[config.mk]
export PLATFORM = sky130hd
export DESIGN_NAME = sme_feeder
export DESIGN_NICKNAME = d
export VERILOG_FILES = /design/src/rtl/sme_pkg.sv /design/src/rtl/sme_rec_buf.sv /design/src/rtl/sme_feeder.sv
export SDC_FILE = /design/constraint.sdc
export NUM_CORES = 1
export LEC_CHECK = 0
export CELL_PAD_IN_SITES_DETAIL_PLACEMENT = 1
export CELL_PAD_IN_SITES_GLOBAL_PLACEMENT = 2
export CORE_ASPECT_RATIO = 0.5
export CORE_UTILIZATION = 52
export CTS_CLUSTER_SIZE = 12
export DETAILED_ROUTE_END_ITERATION = 10
export PLACE_DENSITY_LB_ADDON = 0.2
export SETUP_SLACK_MARGIN = 0.3
export SYNTH_ARGS = -nofsm -noshare
export SYNTH_HDL_FRONTEND = slang
export SYNTH_HIERARCHICAL = 1
export SYNTH_SLANG_ARGS = --single-unit
[constraint.sdc]
create_clock -name clk -period 9.2 [get_ports clk]
set_input_delay 1.38 -clock clk [delete_from_list [all_inputs] [get_ports clk]]
set_output_delay 1.38 -clock clk [all_outputs]
set_load 0.02 [all_outputs]
[src/rtl/sme_pkg.sv]
// Shared definitions for the string-matching engine front-end:
// buffer capacities, matcher metacharacters and the feeder state encoding.
package sme_pkg;

   localparam int STR_MAX = 32;
   localparam int PAT_MAX = 8;

   localparam logic [7:0] CH_CARET  = 8'h5E;
   localparam logic [7:0] CH_DOLLAR = 8'h24;
   localparam logic [7:0] CH_DOT    = 8'h2E;
   localparam logic [7:0] CH_STAR   = 8'h2A;
   localparam logic [7:0] CH_SPACE  = 8'h20;

   typedef enum logic [1:0] {
      ST_FILL,
      ST_SEND_S,
      ST_SEND_P,
      ST_WAIT
   } feed_state_t;

endpackage

[src/rtl/sme_rec_buf.sv]
// Record buffer: one synchronous write port, one combinational read port; no backpressure.
// Contents are not reset; stale bytes are never read because lengths are reset.
module sme_rec_buf #(
   parameter int DEPTH = 8
) (
   input  logic                     clk,
   input  logic                     we,
   input  logic [$clog2(DEPTH)-1:0] wr_idx,
   input  logic [7:0]               wr_dat,
   input  logic [$clog2(DEPTH)-1:0] rd_idx,
   output logic [7:0]               rd_dat
);

   logic [7:0] mem [DEPTH];

   always_ff @(posedge clk) begin
      if (we) begin
         mem[wr_idx] <= wr_dat;
      end
   end

   assign rd_dat = mem[rd_idx];

endmodule

[src/rtl/sme_feeder.sv]
// Buffers string/pattern records and replays them as back-to-back matcher bursts starting the
// cycle after the pattern's last byte; in_ready is low (no bytes taken) from burst start until WAIT ends.
module sme_feeder #(
   parameter int STR_MAX  = sme_pkg::STR_MAX,
   parameter int PAT_MAX  = sme_pkg::PAT_MAX,
   parameter int WAIT_MAX = 64
) (
   input  logic       clk,
   input  logic       reset,
   input  logic       in_valid,
   output logic       in_ready,
   input  logic [7:0] in_data,
   input  logic       in_kind,
   input  logic       in_last,
   output logic [7:0] chardata,
   output logic       isstring,
   output logic       ispattern,
   input  logic       sme_valid,
   output logic       run_active,
   output logic       ovf,
   output logic       timeout
);
   import sme_pkg::*;

   localparam int SAW = $clog2(STR_MAX);
   localparam int PAW = $clog2(PAT_MAX);
   localparam int WW  = $clog2(WAIT_MAX + 1);

   feed_state_t   state;
   logic          s_pend;
   logic          in_rec;
   logic          rec_kind;
   logic          rec_drop;
   logic [5:0]    slen;
   logic [5:0]    plen;
   logic [5:0]    idx;
   logic [WW-1:0] wcnt;

   logic          accept;
   logic          first;
   logic          kind;
   logic [5:0]    base_len;
   logic [5:0]    len_nxt;
   logic          full;
   logic          s_we;
   logic          p_we;
   logic [SAW-1:0] s_ra;
   logic [PAW-1:0] p_ra;
   logic [7:0]    s_rd;
   logic [7:0]    p_rd;
   logic [7:0]    p_head;

   // in_ready is only ever high in FILL, so it alone qualifies a handshake.
   assign accept   = in_valid && in_ready;
   assign first    = !in_rec;
   assign kind     = first ? in_kind : rec_kind;
   assign base_len = first ? 6'd0 : (kind ? plen : slen);
   assign full     = kind ? (base_len >= 6'(PAT_MAX)) : (base_len >= 6'(STR_MAX));
   assign len_nxt  = base_len + {5'd0, !full};
   assign s_we     = accept && !kind && !full;
   assign p_we     = accept && kind && !full;
   assign s_ra     = (state == ST_SEND_S) ? idx[SAW-1:0] : '0;
   assign p_ra     = (state == ST_SEND_P) ? idx[PAW-1:0] : '0;
   // A one-byte pattern is still being written when its burst starts.
   assign p_head   = first ? in_data : p_rd;

   sme_rec_buf #(.DEPTH(STR_MAX)) u_sbuf (
      .clk    (clk),
      .we     (s_we),
      .wr_idx (base_len[SAW-1:0]),
      .wr_dat (in_data),
      .rd_idx (s_ra),
      .rd_dat (s_rd)
   );

   sme_rec_buf #(.DEPTH(PAT_MAX)) u_pbuf (
      .clk    (clk),
      .we     (p_we),
      .wr_idx (base_len[PAW-1:0]),
      .wr_dat (in_data),
      .rd_idx (p_ra),
      .rd_dat (p_rd)
   );

   always_ff @(posedge clk or negedge reset) begin
      if (!reset) begin
         state      <= ST_FILL;
         s_pend     <= 1'b0;
         in_rec     <= 1'b0;
         rec_kind   <= 1'b0;
         rec_drop   <= 1'b0;
         slen       <= 6'd0;
         plen       <= 6'd0;
         idx        <= 6'd0;
         wcnt       <= '0;
         in_ready   <= 1'b0;
         chardata   <= 8'd0;
         isstring   <= 1'b0;
         ispattern  <= 1'b0;
         run_active <= 1'b0;
         ovf        <= 1'b0;
         timeout    <= 1'b0;
      end else begin
         ovf     <= 1'b0;
         timeout <= 1'b0;
         case (state)
            ST_FILL: begin
               in_ready <= 1'b1;
               if (accept) begin
                  in_rec   <= !in_last;
                  rec_kind <= kind;
                  rec_drop <= (!first && rec_drop) || full;
                  if (kind) begin
                     plen <= len_nxt;
                  end else begin
                     slen   <= len_nxt;
                     s_pend <= in_last;
                  end
                  if (in_last) begin
                     ovf <= (!first && rec_drop) || full;
                     if (kind) begin
                        in_ready <= 1'b0;
                        idx      <= 6'd1;
                        if (s_pend) begin
                           state    <= ST_SEND_S;
                           isstring <= 1'b1;
                           chardata <= s_rd;
                        end else begin
                           state     <= ST_SEND_P;
                           ispattern <= 1'b1;
                           chardata  <= p_head;
                        end
                     end
                  end
               end
            end
            ST_SEND_S: begin
               if (idx < slen) begin
                  chardata <= s_rd;
                  idx      <= idx + 6'd1;
               end else begin
                  state     <= ST_SEND_P;
                  isstring  <= 1'b0;
                  ispattern <= 1'b1;
                  chardata  <= p_rd;
                  idx       <= 6'd1;
                  s_pend    <= 1'b0;
               end
            end
            ST_SEND_P: begin
               if (idx < plen) begin
                  chardata <= p_rd;
                  idx      <= idx + 6'd1;
               end else begin
                  state      <= ST_WAIT;
                  ispattern  <= 1'b0;
                  chardata   <= 8'd0;
                  run_active <= 1'b1;
                  wcnt       <= WW'(1);
               end
            end
            ST_WAIT: begin
               if (sme_valid) begin
                  state      <= ST_FILL;
                  run_active <= 1'b0;
                  in_ready   <= 1'b1;
               end else if (wcnt == WW'(WAIT_MAX)) begin
                  state      <= ST_FILL;
                  run_active <= 1'b0;
                  in_ready   <= 1'b1;
                  timeout    <= 1'b1;
               end else begin
                  wcnt <= wcnt + WW'(1);
               end
            end
            default: state <= ST_FILL;
         endcase
      end
   end

endmodule

# Word-level counts from Yosys, hierarchy flattened
# Memories as Yosys holds them, arrays and structs flattened.
# Cells that the tools add are included.
[totals]
ff_bits = 45
ramBits = 320
word_cells = 138
output_inout_bits = 14
input_bits = 14
n_memories = 2
[op_classes]
n_lt_le_gt_ge = 4
addsub = 3
bitwise = 1
eq_ne = 16
n_mux = 69
reduce_logical = 27
[memory_table]
columns = ["memory", "words", "word_bits", "read_ports", "rd_ports_with_merged_regs", "wr", "line", "rtl"]
rows = [
  ["u_sbuf.mem", 32, 8, 1, 0, 1, "sme_rec_buf.sv:14", "logic [7:0] mem [DEPTH];"],
  ["u_pbuf.mem", 8, 8, 1, 0, 1, "sme_rec_buf.sv:14", ""],
]
[ops]
columns = ["operator", "n"]
rows = [
  ["8-bit two-way mux", 7],
  ["6-bit two-way mux", 7],
  ["1-bit two-way mux", 33],
  ["8-bit one-hot mux with 3 select lines", 1],
  ["7-bit two-way mux", 3],
  ["2-bit != test, second input constant", 10],
  ["6-bit one-hot mux with 3 select lines", 1],
  ["2-bit two-way mux", 8],
  ["7-bit one-hot mux with 2 select lines", 1],
  ["6-bit less-than comparator", 2],
  ["4-bit AND reduction", 3],
  ["6-bit AND reduction", 2],
  ["3-bit AND reduction", 3],
  ["1-bit one-hot mux with 2 select lines", 4],
  ["2-bit one-hot mux with 4 select lines", 1],
  ["7-bit by 1-bit adder with 7-bit output, second input constant", 1],
  ["7-bit == test, second input constant", 1],
  ["7-bit AND reduction", 1],
  ["6-bit by 1-bit adder with 6-bit output", 1],
  ["6-bit by 1-bit adder with 6-bit output, second input constant", 1],
  ["6-bit by 4-bit >= comparator with 1-bit output, second input constant", 1],
  ["6-bit >= comparator, second input constant", 1],
  ["1-bit logical AND", 6],
  ["2-bit nonzero test", 3],
  ["other kinds (14)", 18],
]

# Longest topological paths before layout
# Gate-level depths: netlist of the first run.
[depth]
word_depth = 9
depth_mapped = 13
ltp_nobuf = 10

# Hierarchy
# The synthesis of the first run kept the hierarchy.
[by_module_without_submodules]
columns = ["mod", "seq_area_each_um2", "cells_each", "area_each_um2", "instances"]
rows = [
  ["sme_rec_buf at u_sbuf", 7687.4, 409, 9893.2, 1],
  ["sme_feeder", 1126.1, 345, 3069.2, 1],
  ["sme_rec_buf at u_pbuf", 1921.8, 106, 2531.2, 1],
]

# Worst setup path before layout of the first run
# OpenSTA, ideal clock, no wires.
[synth_timing]
kind = "reg2reg"
from = "register state[1]"
to = "register chardata[0]"
stages_incl_launch_ff = 14
slack_ns = 6.016
n_path_buf = 3
arrival_ns = 3.061
synth_period_minus_slack_ns = 3.184
cell_sequence = "dfrtp_1 inv_1 ha_1 clkbuf_1 and2_1 clkbuf_1 clkbuf_1 mux4_2 mux4_2 mux2_2 mux2i_1 nand2_1 o22ai_1 a21oi_1"
[synth_between]
word_cells_on_any_way = 20
cone_classes = "eq/ne: 5; mux: 10; reduce/logical: 3; memory: 2"
[synth_rtl]
columns = ["element", "line", "rtl"]
rows = [
  ["start, declared", "sme_feeder.sv:29", "feed_state_t state;"],
  ["start signal, assigned", "sme_feeder.sv:87", "state <= ST_FILL;"],
  ["start signal, assigned", "sme_feeder.sv:125", "state <= ST_SEND_S;"],
  ["start signal, assigned", "sme_feeder.sv:129", "state <= ST_SEND_P;"],
  ["2-bit by 1-bit == test with 1-bit output (*)", "sme_feeder.sv:62", "assign s_ra = (state == ST_SEND_S) ? idx[SAW-1:0] : '0;"],
  ["5-bit two-way mux (*)", "sme_feeder.sv:62", ""],
  ["via s_ra[2]", "sme_feeder.sv:47", "logic [SAW-1:0] s_ra;"],
  ["memory read 32 x 8 bit (*)", "-", ""],
  ["via s_rd[0]", "sme_feeder.sv:49", "logic [7:0] s_rd;"],
  ["8-bit two-way mux", "sme_feeder.sv:124", "if (s_pend) begin"],
  ["8-bit two-way mux", "sme_feeder.sv:121", "if (kind) begin"],
  ["8-bit two-way mux", "sme_feeder.sv:119", "if (in_last) begin"],
  ["8-bit two-way mux", "sme_feeder.sv:109", "if (accept) begin"],
  ["8-bit one-hot mux with 3 select lines (*)", "sme_feeder.sv:106", "case (state)"],
  ["end signal, assigned", "sme_feeder.sv:127", "chardata <= s_rd;"],
  ["end signal, assigned", "sme_feeder.sv:131", "chardata <= p_head;"],
  ["end signal, assigned", "sme_feeder.sv:139", "chardata <= s_rd;"],
  ["end, declared", "sme_feeder.sv:15", "output logic [7:0] chardata,"],
]
# The timed path passes the listed nets; every way through them passes the cells marked *. The select of a mux whose other input is x is not followed.
# A chain may end at the register's enable or synchronous reset.

# Worst setup path in the final report of the first run
[layout_timing]
from = "register state[1]"
to = "register chardata[4]"
# The elaborated chain is that of the path after synthesis.

==> impl_metrics.env, run 1 <==
export IMPL_cts_num_sinks=365
export IMPL_cp_arrival_ps=4780
export IMPL_min_period_over_period=0.4766
export IMPL_pre_cts_ws_ps=4680
export IMPL_yosys_most_used_dff="edfxtp_1"
export IMPL_tightest_slew_ps=1135
export IMPL_slew_headroom=0.2375
export IMPL_finalMaxSlewViolations=0
export IMPL_drtAntennaViolNets=0
export IMPL_drc=0
export IMPL_critPathMostFrequentCell="mux4_2"
export IMPL_start_kind="flip-flop"
export IMPL_cts_hold_buf=0
export IMPL_yosysSeqAreaShare=0.6929
export IMPL_drt_first_pass_iters=5
export IMPL_ff_latch_area_um2=10740
export IMPL_synthAdderAreaFrac=0.01534
export IMPL_core_region_area_um2=29120
export IMPL_synth_compound_gate_area_share=0.04482
export IMPL_synthMuxAreaShare=0.1737
export IMPL_grt_pass1_wl_mm=55.03
export IMPL_globalRouteOverflowTotal=0
export IMPL_grt_max_degree=65
export IMPL_yosysWarnings=6
export IMPL_clkLatencyLatePin_ps=530
export IMPL_drive_gt1_frac=0.2007
export IMPL_skew_ps=16.05
export IMPL_async_flop_share=0.1233
export IMPL_multiInputGateArea_um2=4428
export IMPL_cts_tree="built"
export IMPL_synthXorXnorAreaFrac=0.001696
export IMPL_cts_root_buf="clkbuf_16"
export IMPL_p_per_area_nw_per_um2=273.3
export IMPL_antenna_cells=0
export IMPL_wl_per_cell_um=27.96
export IMPL_critPathRequiredTime_ps=9600
export IMPL_vias=8171
export IMPL_grt_pass1_vias=8482
export IMPL_io_buffers=27
export IMPL_cp_num_buf_inv=2
export IMPL_synthSimpleGateAreaFrac=0.04999
export IMPL_power_leakage_nw=5.507
export IMPL_total_power_mw=4.669
export IMPL_fmax_mhz=228.0
export IMPL_synthesis_area_um2=15490
export IMPL_nNetsFinal=933
export IMPL_cp_end_kind="flip-flop"
export IMPL_hold_class="reg2reg"
export IMPL_reg2regPathDepth=11
export IMPL_postSynthCellCount=860
export IMPL_rows=44
export IMPL_ys_types=59
export IMPL_die_h_um=124.1
export IMPL_track_usage=0.2510
export IMPL_dp_hpwl_mm=23.21
export IMPL_cp_max_fo=43
export IMPL_cts_resized=0
export IMPL_final_cell_mix="edfxtp_1 (320), mux4_2 (81), nor2_1 (57)"
export IMPL_filler_cell_count=2575
export IMPL_vdd_ir_drop_max_mv=0.1825
export IMPL_drt_total_wl_mm=36.30
export IMPL_cts_clk_slew_worst_paths_ps=60
export IMPL_crit_slowest_cell="buf_4"
export IMPL_synth_edff_count=320
export IMPL_grt_setup_unrepaired="false"
export IMPL_cp_cell_sequence="inv_1 -> ha_1 -> and2_4 -> buf_4 -> mux4_2 -> mux4_2 -> mux2_2 -> mux2i_1 -> nand2_1 -> o22ai_1 -> a21oi_1"
export IMPL_synth_net_count=893
export IMPL_first_iter_violations=712
export IMPL_final_common_cell="edfxtp_1"
export IMPL_antenna_found_initial=0
export IMPL_maxCapViolations=0
export IMPL_fp_dieW_um=246.1
export IMPL_post_route_worst_setup_slack_ps=4815
export IMPL_ioPinCount=28
export IMPL_whs_path_depth=2
export IMPL_r2r_setup_slack_ps=4810
export IMPL_start_util=0.5320
export IMPL_area_growth_pct=10.27
export IMPL_crit_cells=11
export IMPL_syn_area_per_cell_um2=18.02
export IMPL_setup_viol=0
export IMPL_status="complete, no violations"
export IMPL_fin_crit_ps=4385
export IMPL_synth_ff_latch_count=365
export IMPL_clockBufferDepth=3
export IMPL_hold_viol=0
export IMPL_post_route_util=0.5867
export IMPL_dieArea_um2=30530
export IMPL_crit_path_max_incr_delay_ps=760
export IMPL_gp_congestion=0.7780
export IMPL_critPathKind="reg2reg"
export IMPL_drt_vias_per_instance=6.295
export IMPL_cts_setup_buffers=0
export IMPL_synth_top_family_by_area="multiplexers"
export IMPL_htreeDepth=2
export IMPL_numCtsBuffers=36
export IMPL_setup_tns_ps=0
export IMPL_crit_family="multiplexers"
==> final cells by class <==
type                            instances  area share
Sequential cell                       365      0.6283
Multi-Input combinational cell        430      0.2592
Clock buffer                           42     0.05405
Tap cell                              391     0.02863
Timing Repair Buffer                   44     0.02300
Inverter                               23    0.005053
Clock inverter                          3    0.001758
==> where the power goes <==
group	switching, mW	leakage (nW)	total (mW)	internal (mW)
Sequential	0.113	3.44	2.04	1.93
Combinational	0.782	1.61	1.34	0.558
Clock	0.582	0.466	1.29	0.705
==> synth_stat cells (15+ instances only) <==
cell type / count / share of area
o21ai_0: 35 / 0.011
clkbuf_1: 15 / 0.0036
inv_1: 23 / 0.0056
edfxtp_1: 320 / 0.62
nand2_1: 35 / 0.0085
dfrtp_1: 45 / 0.073
mux4_1: 15 / 0.025
mux4_2: 81 / 0.12
nor2_1: 57 / 0.014
a21oi_1: 37 / 0.012
ha_1: 19 / 0.015
mux2_2: 28 / 0.020
==> worst min-delay path, stage by stage (launching register included) <==
cell	delay, ps
dfrtp_1	340
o21ai_0	80
o21ai_0	70
==> state kept, by name (all words and copies together) (netlist names), 2 cells and up <==
name        count
chardata        8
idx             6
plen            6
slen            6
state           2
u_pbuf/mem     64
u_sbuf/mem    256
wcnt            7
==> layer usage <==
layer  GRT usage  routed length (um)
met1      0.3746               16560
met2      0.3833               16760
met3     0.05214                2454
met4     0.05629                 524
met5           0                   0
==> final timing paths <==
check | from | end
worst min register to register | ispattern | ispattern
worst min-delay path | ispattern | ispattern
worst max register to register | state[1] | chardata[4]
worst max-delay path | state[1] | chardata[4]
max in group asynchronous | reset | chardata[4]
min in group asynchronous | reset | slen[3]
==> metrics by stage <==
stage                     hold WS, ps  area (um^2)  std cells
after floorplan                 465.9        15490        860
after global placement          493.3        16130       1253
after detailed placement        509.0        16130       1253
after CTS                       523.6        17090       1298
after global routing            562.2        17090       1298
final                           522.6        17090       1298
==> cells by family after synthesis <==
logic type,Yosys count
adder cells (fa/ha/maj),19
flip-flops,365
AND/OR/NAND/NOR,158
XOR/XNOR,3
multiplexers,139
buffers and inverters,65
AO/OA/AOI/OAI,111
Power figures use the tool's default switching activity.
==> run 2: changes to the inputs <==
--- a/config.mk
+++ b/config.mk
@@ -8,7 +8,7 @@
 export CELL_PAD_IN_SITES_DETAIL_PLACEMENT = 1
 export CELL_PAD_IN_SITES_GLOBAL_PLACEMENT = 2
 export CORE_ASPECT_RATIO = 0.5
-export CORE_UTILIZATION = 52
+export CORE_UTILIZATION = 43
 export CTS_CLUSTER_SIZE = 12
 export DETAILED_ROUTE_END_ITERATION = 10
 export PLACE_DENSITY_LB_ADDON = 0.2
==> constraint.sdc (replaced) <==
create_clock -name clk -period 3.7 [get_ports clk]
set_input_delay 0.555 -clock clk [delete_from_list [all_inputs] [get_ports clk]]
set_output_delay 0.555 -clock clk [all_outputs]
set_load 0.02 [all_outputs]
==> run 2 against run 1 <==
Hold slack got worse by 290 ps. Worst setup slack got worse by 4400 ps. Sequential cell count unchanged. Utilization decreased by 7.6 points. Register-to-register slack got worse by 4400 ps. Count of clock-buffer cells in the layout increased by 7. Die area increased by 21%. Critical path depth increased by 1. Maximum frequency increased by 33%. Sequential power increased by 150%. Via count increased by 2.3%.
==> impl_metrics.env, run 2 (same netlist as run 1, synthesis figures left out) <==
export IMPL_drtAntennaViolNets=0
export IMPL_drt_total_wl_mm=38.01
export IMPL_clkLatencyLatePin_ps=530
export IMPL_r2r_setup_slack_ps=390
export IMPL_pre_cts_ws_ps=373.4
export IMPL_cts_root_buf="clkbuf_16"
export IMPL_maxCapViolations=0
export IMPL_met3WireLength_mm=2.486
export IMPL_vdd_ir_drop_max_mv=0.3180
export IMPL_post_route_worst_setup_slack_ps=393.5
export IMPL_globalRouteOverflowTotal=0
export IMPL_cp_arrival_ps=3710
export IMPL_worst_r2r_startpoint="state[1]"
export IMPL_cts_num_sinks=365
export IMPL_grt_max_degree=46
export IMPL_drc=0
export IMPL_final_common_cell="edfxtp_1"
export IMPL_die_h_um=136.2
export IMPL_tightest_slew_ps=1106
export IMPL_hold_viol=0
export IMPL_met2_length_mm=17.35
export IMPL_setup_tns_ps=0
export IMPL_status="complete, no violations"
export IMPL_cp_end_kind="flip-flop"
export IMPL_hold_class="in2async"
export IMPL_top_register="u_sbuf/mem"
export IMPL_cts_hold_buf=0
export IMPL_gp_congestion=0.7914
export IMPL_grt_pass1_vias=8870
export IMPL_reg_largest_list="u_sbuf/mem: 256 flops, u_pbuf/mem: 64 flops, chardata: 8 flops"
export IMPL_dr_max_layer_used="met4"
export IMPL_area_growth_pct=15.09
export IMPL_cts_tree="built"
export IMPL_track_usage=0.2128
export IMPL_nNetsFinal=997
export IMPL_min_period_over_period=0.8936
export IMPL_cts_clk_slew_worst_paths_ps=60
export IMPL_dieArea_um2=36840
export IMPL_fin_crit_ps=3306
export IMPL_met1_length_mm=17.78
export IMPL_dp_hpwl_mm=25.42
export IMPL_start_kind="flip-flop"
export IMPL_slew_headroom=0.2626
export IMPL_start_util=0.4433
export IMPL_skew_ps=17.05
export IMPL_io_buffers=27
export IMPL_p_per_area_nw_per_um2=669.5
export IMPL_largest_reg_flops=256
export IMPL_clockBufferDepth=3
export IMPL_antenna_cells=0
export IMPL_wl_per_cell_um=26.16
export IMPL_grt_setup_unrepaired="false"
export IMPL_fmax_mhz=302.4
export IMPL_fp_dieW_um=270.4
export IMPL_drt_first_pass_iters=5
export IMPL_drt_vias_per_instance=5.752
export IMPL_cp_max_fo=12
export IMPL_power_leakage_nw=5.910
export IMPL_reg2regPathDepth=12
export IMPL_htreeDepth=2
export IMPL_antenna_found_initial=1
export IMPL_ioPinCount=28
export IMPL_final_cell_mix="edfxtp_1 (320), mux4_2 (81), buf_4 (75)"
export IMPL_setup_viol=0
export IMPL_vias=8357
export IMPL_core_region_area_um2=34950
export IMPL_first_iter_violations=710
export IMPL_rows=48
export IMPL_post_route_util=0.5102
export IMPL_numCtsBuffers=37
export IMPL_drive_gt1_frac=0.2546
export IMPL_rr_endpoint="chardata[6]"
export IMPL_finalMaxSlewViolations=0
export IMPL_critPathKind="reg2reg"
export IMPL_critPathRequiredTime_ps=4100
export IMPL_grt_pass1_wl_mm=56.90
-- run 2: area by class of cell --
class / instances / area, um^2
Clock inverter: 4 / 33.78
Tap cell: 475 / 594.3
Clock buffer: 49 / 1012
Fill cell: 3259 / 17120
Sequential cell: 365 / 10740
Timing Repair Buffer: 107 / 940.9
Multi-Input combinational cell: 430 / 4429
Inverter: 23 / 86.33
-- run 2: layer usage --
metal	track usage	up-vias
met3	0.04698	27
met2	0.3281	229
met5	0	-
met1	0.3137	4463
met4	0.04080	0
li1	-	3638
-- run 2: worst max-delay path by stage --
stage	startpoint	end	slack [ps]	cells past startpoint
after floorplan	state[1]	chardata[0]	520	13
after global placement	state[1]	chardata[4]	400	12
after detailed placement	state[1]	chardata[4]	370	12
after CTS	state[1]	chardata[6]	370	12
after global routing	state[1]	chardata[6]	300	12
final	state[1]	chardata[6]	390	12
-- run 2: critical path, stage by stage (launching register included) --
cell,delay [ps]
dfrtp_1,400
inv_1,110
ha_1,200
buf_4,180
and2_4,320
buf_4,230
mux4_2,380
mux4_2,510
mux2_2,360
mux2i_1,180
nand2_1,100
o22ai_1,160
a21oi_1,60
-- run 2: where the power goes --
group          total, mW  internal [mW]  switching [mW]  leakage (nW)
registers           5.04           4.80           0.238          3.44
logic               3.50           1.51            1.99          1.96
clock network       3.40           1.90            1.50         0.510
total               11.9           8.22            3.72          5.91
-- run 2: repair_timing --
action | in CTS | in global routing
pin swaps | 1 | 0
cloned | 0 | 1
setup endpoints to repair | 1 | 3
buffers inserted | 1 | 0
resized for setup | 1 | 1
-- run 2: stage by stage --
stage,cells,cell area [um^2],power (mW),hold slack [ps]
after detailed placement,1398,16730,8.625,505.3
after global placement,1398,16730,8.548,496.8
after CTS,1452,17800,12.06,263.7
after global routing,1453,17830,12.50,311.6
final,1453,17830,11.94,229.2
after floorplan,860,15490,7.477,259.4
